==> config.mk <==
export PLATFORM = sky130hd
export DESIGN_NAME = ysyx_22040759_mem_arbiter
export DESIGN_NICKNAME = d
export VERILOG_FILES = /design/src/rtl/ysyx_22040759_mem_arbiter_pkg.sv /design/src/rtl/ysyx_22040759_mem_arbiter.sv
export SDC_FILE = /design/constraint.sdc
export NUM_CORES = 1
export LEC_CHECK = 0
export BUFFER_PORTS_ARGS = -buffer_cell sky130_fd_sc_hd__buf_4
export CAP_MARGIN = 20
export CORE_AREA = 5 5 204 206
export DETAILED_ROUTE_END_ITERATION = 8
export DIE_AREA = 0 0 209 211
export PLACE_DENSITY = 0.4
export SYNTH_ARGS = -nofsm -noshare
export SYNTH_HDL_FRONTEND = slang
export SYNTH_SLANG_ARGS = --single-unit
==> constraint.sdc <==
create_clock -name clock -period 2.4 [get_ports clock]
set_input_delay 0.36 -clock clock [delete_from_list [all_inputs] [get_ports clock]]
set_output_delay 0.36 -clock clock [all_outputs]
set_load 0.005 [all_outputs]
==> src/rtl/ysyx_22040759_mem_arbiter_pkg.sv <==
// Shared encodings for the instruction/data memory arbiter: FSM states,
// bus request codes, access size and grant vector values.
package ysyx_22040759_mem_arbiter_pkg;

    // Arbiter FSM states
    typedef enum logic [1:0] {
        IDLE   = 2'd0,
        BUSY_I = 2'd1,
        BUSY_D = 2'd2,
        DONE   = 2'd3
    } arb_state_e;

    // Which requester owned the bus most recently (round-robin memory)
    typedef enum logic {
        OWNER_I = 1'b0,
        OWNER_D = 1'b1
    } owner_e;

    // Bus request direction
    localparam logic REQ_READ  = 1'b0;
    localparam logic REQ_WRITE = 1'b1;

    // Double-word access size, used for every instruction fetch
    localparam logic [2:0] SIZE_DW = 3'b011;

    // Grant vector values
    localparam logic [1:0] GRANT_NONE = 2'b00;
    localparam logic [1:0] GRANT_I    = 2'b01;
    localparam logic [1:0] GRANT_D    = 2'b10;

endpackage

==> src/rtl/ysyx_22040759_mem_arbiter.sv <==
// Two-requester memory arbiter in front of a single bus bridge.
// Handshake: a requester holds x_valid until it is accepted; acceptance
// happens on a clock edge in IDLE, after which the request fields are
// latched and the requester inputs are ignored. The bridge sees b_valid
// with stable fields for the whole BUSY state; b_ready is a one-cycle
// completion pulse that is forwarded combinationally as x_ready, with
// x_rdata = b_rdata in that cycle and zero otherwise. One DONE cycle with
// the bus idle separates consecutive transactions. Simultaneous requests
// in IDLE go to the port that did not win last time.
module ysyx_22040759_mem_arbiter
    import ysyx_22040759_mem_arbiter_pkg::*;
#(
    parameter int ADDR_W = 64,
    parameter int DATA_W = 64
) (
    input  logic              clock,
    input  logic              reset,
    // instruction port (read only)
    input  logic              i_valid,
    input  logic [ADDR_W-1:0] i_addr,
    output logic              i_ready,
    output logic [DATA_W-1:0] i_rdata,
    // data port
    input  logic              d_valid,
    input  logic              d_req,
    input  logic [ADDR_W-1:0] d_addr,
    input  logic [DATA_W-1:0] d_wdata,
    input  logic [2:0]        d_size,
    output logic              d_ready,
    output logic [DATA_W-1:0] d_rdata,
    // bus bridge
    output logic              b_valid,
    output logic              b_req,
    output logic [ADDR_W-1:0] b_addr,
    output logic [DATA_W-1:0] b_wdata,
    output logic [2:0]        b_size,
    input  logic              b_ready,
    input  logic [DATA_W-1:0] b_rdata,
    // current owner
    output logic [1:0]        grant
);

    arb_state_e        state_q, state_d;
    owner_e            last_q, last_d;
    logic              req_q, req_d;
    logic [ADDR_W-1:0] addr_q, addr_d;
    logic [DATA_W-1:0] wdata_q, wdata_d;
    logic [2:0]        size_q, size_d;

    // State and latched request registers, synchronous active-high reset
    always_ff @(posedge clock) begin
        if (reset) begin
            state_q <= IDLE;
            last_q  <= OWNER_I;
            req_q   <= 1'b0;
            addr_q  <= '0;
            wdata_q <= '0;
            size_q  <= '0;
        end else begin
            state_q <= state_d;
            last_q  <= last_d;
            req_q   <= req_d;
            addr_q  <= addr_d;
            wdata_q <= wdata_d;
            size_q  <= size_d;
        end
    end

    // Next state: round-robin pick in IDLE, latch the winner's request,
    // record the winner immediately so the next tie goes the other way
    always_comb begin
        state_d = state_q;
        last_d  = last_q;
        req_d   = req_q;
        addr_d  = addr_q;
        wdata_d = wdata_q;
        size_d  = size_q;
        case (state_q)
            IDLE: begin
                if (d_valid && (!i_valid || last_q == OWNER_I)) begin
                    state_d = BUSY_D;
                    last_d  = OWNER_D;
                    req_d   = d_req;
                    addr_d  = d_addr;
                    wdata_d = d_wdata;
                    size_d  = d_size;
                end else if (i_valid) begin
                    state_d = BUSY_I;
                    last_d  = OWNER_I;
                    req_d   = REQ_READ;
                    addr_d  = i_addr;
                    wdata_d = '0;
                    size_d  = SIZE_DW;
                end
            end
            BUSY_I, BUSY_D: begin
                if (b_ready) state_d = DONE;
            end
            DONE:    state_d = IDLE;
            default: state_d = IDLE;
        endcase
    end

    // Outputs: bus request only while busy, completion forwarded same cycle
    always_comb begin
        b_valid = 1'b0;
        b_req   = 1'b0;
        b_addr  = '0;
        b_wdata = '0;
        b_size  = '0;
        i_ready = 1'b0;
        d_ready = 1'b0;
        i_rdata = '0;
        d_rdata = '0;
        grant   = GRANT_NONE;
        if (state_q == BUSY_I || state_q == BUSY_D) begin
            b_valid = 1'b1;
            b_req   = req_q;
            b_addr  = addr_q;
            b_wdata = wdata_q;
            b_size  = size_q;
        end
        if (state_q == BUSY_I) begin
            grant   = GRANT_I;
            i_ready = b_ready;
            if (b_ready) i_rdata = b_rdata;
        end
        if (state_q == BUSY_D) begin
            grant   = GRANT_D;
            d_ready = b_ready;
            if (b_ready) d_rdata = b_rdata;
        end
    end

endmodule

==> flow_summary.json <==
{
  "crit_family": "buffers and inverters",
  "async_flop_share_pct": 0,
  "cp_slowest_stage_delay_ns": 0.35,
  "dr.pass1.iters": 4,
  "die_h_um": 211,
  "die_area_mm2": 0.0441,
  "insertion_delay_ns": 0.44,
  "ys_types": 24,
  "hp-class": "in2reg",
  "core_area_mm2": 0.0395,
  "die_w_um": 209,
  "wirelength_um": 36000,
  "num_vias": 7847,
  "fin_tns_setup_ns": 0,
  "fillers": 4310,
  "root_buffer": "clkbuf_16",
  "h-tree-depth": 4,
  "synth.most_common_cell": "dfxtp_1",
  "first_global_vias": 7913,
  "synthTopCellsByArea": "dfxtp_1, and2_1, and3_1",
  "final_nets": 1581,
  "remaining_drc_errors": 0,
  "routedWlPerCell_um": 19.4,
  "ios": 530,
  "crit_type": "reg2out",
  "drtAntennaViolNets": 0,
  "rsz0062_at_grt": "no",
  "hold_viol": 0,
  "clock_skew_ns": 0.0186,
  "clock_sinks": 135,
  "cp_cell_sequence": "inv_1, ha_4, buf_12, and2_1, buf_4",
  "setup_viol": 0,
  "synth_flop_cell": "dfxtp_1",
  "max_freq_mhz": 445,
  "period_share_pct": 93.7,
  "ys_warn_count": 0,
  "slew-limit-headroom_pct": 64.7,
  "netlist.area_leader.share_pct": 39.5,
  "grt_max_degree": 90,
  "register_area_mm2": 0.00270,
  "ir_worst_vdd_mv": 0.760,
  "areaGrowthSynthToFinish_pct": 75.8,
  "outcome": "completed",
  "critPathSlowestCell": "dfxtp_1",
  "start_util_pct": 17.3,
  "clk_path_buf_depth": 2,
  "dpl-instance-area_mm2": 0.0113,
  "critPathBufInv": 3,
  "crit_arrival_ns": 1.89,
  "post_cts_resized": 0,
  "routed_via_density": 4.24,
  "critPathLaunchType": "flip-flop",
  "synth-edff-count": 0,
  "netlist_instances": 841,
  "end_kind": "output port",
  "synth_nets": 1110,
  "power_leakage_uw": 0.00619,
  "final.min_clock_period_ns": 2.25,
  "yosys.area.top_type": "dfxtp_1",
  "post-cts-setup-buffer-count": 0,
  "rrSetupSlack_ns": 0.58,
  "path_max_fanout": 89,
  "synth-seq-area-share_pct": 39.5,
  "overflow": 0,
  "synthTopCellsByCount": "dfxtp_1, and2_1, and3_1, nand2_1, nor2_1",
  "ys_seq_elements": 135,
  "dpl_worst_slack_ns": 0.552,
  "cts_tree": "yes",
  "cts_buffers": 17,
  "cellPowerDensity_mw_per_mm2": 1010,
  "grtUsageTotal_pct": 15.4,
  "multi_input_area_mm2": 0.00375,
  "num_rows": 73,
  "antenna_found_initial": 2,
  "grt_pass1_wl_um": 52300,
  "place_congestion": 0.813,
  "fin_area_mm2": 0.0120,
  "portBuffers": 529,
  "cts_hold_buf": 0,
  "synthesis.area_mm2": 0.00684,
  "fin_ws_ns": 0.152,
  "path_clk_slew_ns": 0.06,
  "syn_area_per_cell_um2": 8.13,
  "drive_gt1_share_pct": 44.1,
  "dp_hpwl_um": 26900,
  "cap_viol_max_count": 0,
  "worstPathRequired_ns": 2.04,
  "dr.first_iter.drc_count": 378,
  "tightest_slew_ns": 0.528,
  "slew_viol_final": 0
}
sequential cells by signal (all words and copies together), names as in the netlist:
register / count
addr_q: 64
last_q: 1
req_q: 1
size_q: 3
state_q: 2
wdata_q: 64
worst reg2reg max path: cells and delay by family, from the launching register on:
family / cells / cell delay (ns)
flip-flops: 1 / 0.35
buffers and inverters: 2 / 0.36
AO/OA/AOI/OAI: 1 / 0.22
adder cells (fa/ha/maj): 1 / 0.31
AND/OR/NAND/NOR: 2 / 0.48
final timing paths:
path              cells after the start   startpoint     endpoint
setup / recovery                      5   state_q[0]   b_addr[49]
hold / removal                        2  d_wdata[15]  wdata_q[15]
setup reg to reg                      6   state_q[0]   state_q[1]
hold reg to reg                       1  wdata_q[36]  wdata_q[36]
per-stage QoR:
| stage | total power, uW | std cells | util [%] | hold WS (ns) |
|---|---|---|---|---|
| after CTS | 12500 | 1849 | 30.4 | 0.103 |
| after global routing | 13100 | 1851 | 30.5 | 0.110 |
| final | 12100 | 1851 | 30.5 | 0.143 |
| after floorplan | 6180 | 841 | - | 0.434 |
| after global placement | 9310 | 1818 | 28.7 | 0.448 |
| after detailed placement | 9300 | 1818 | 28.7 | 0.449 |
layout make-up:
type | instances | share of cell area [%]
Timing Repair Buffer | 545 | 35.1
Inverter | 4 | 0.125
Clock inverter | 12 | 1.85
Antenna cell | 2 | 0.0416
Clock buffer | 19 | 3.77
Multi-Input combinational cell | 609 | 31.2
Sequential cell | 135 | 22.5
Tap cell | 525 | 5.47
kinds of logic after synthesis:
logic type,after synthesis,synth area share (%)
compound gates,142,18.1
fa+ha+maj,4,0.732
buf+inv,97,6.35
flops,135,39.5
mux,1,0.146
simple gates,462,35.2
layer usage:
metal	track usage (%)	share of wire [%]
met2	27.7	51
met1	17.6	40
met3	5.30	7.6
met4	3.53	1.3
met5	0	0
power by group:
group | internal (uW) | total, uW | switching (uW)
Sequential | 2870 | 3190 | 315
Combinational | 2760 | 5880 | 3130
Clock | 2000 | 3070 | 1070
layout by cell type (no fill, tap or decap), drive strengths merged, types with 2 or more instances in the layout:
cell type / instances
buf: 545
dfxtp: 135
and2: 134
and3: 128
nand2: 128
nor2: 69
a311oi: 67
a22o: 66
clkbuf: 19
bufinv: 6
inv: 5
ha: 4
clkinv: 3
diode: 2
a21oi: 2
clkinvlp: 2
o21a: 2
nor3b: 2
Note: power is estimated with default switching activity, not from simulation.
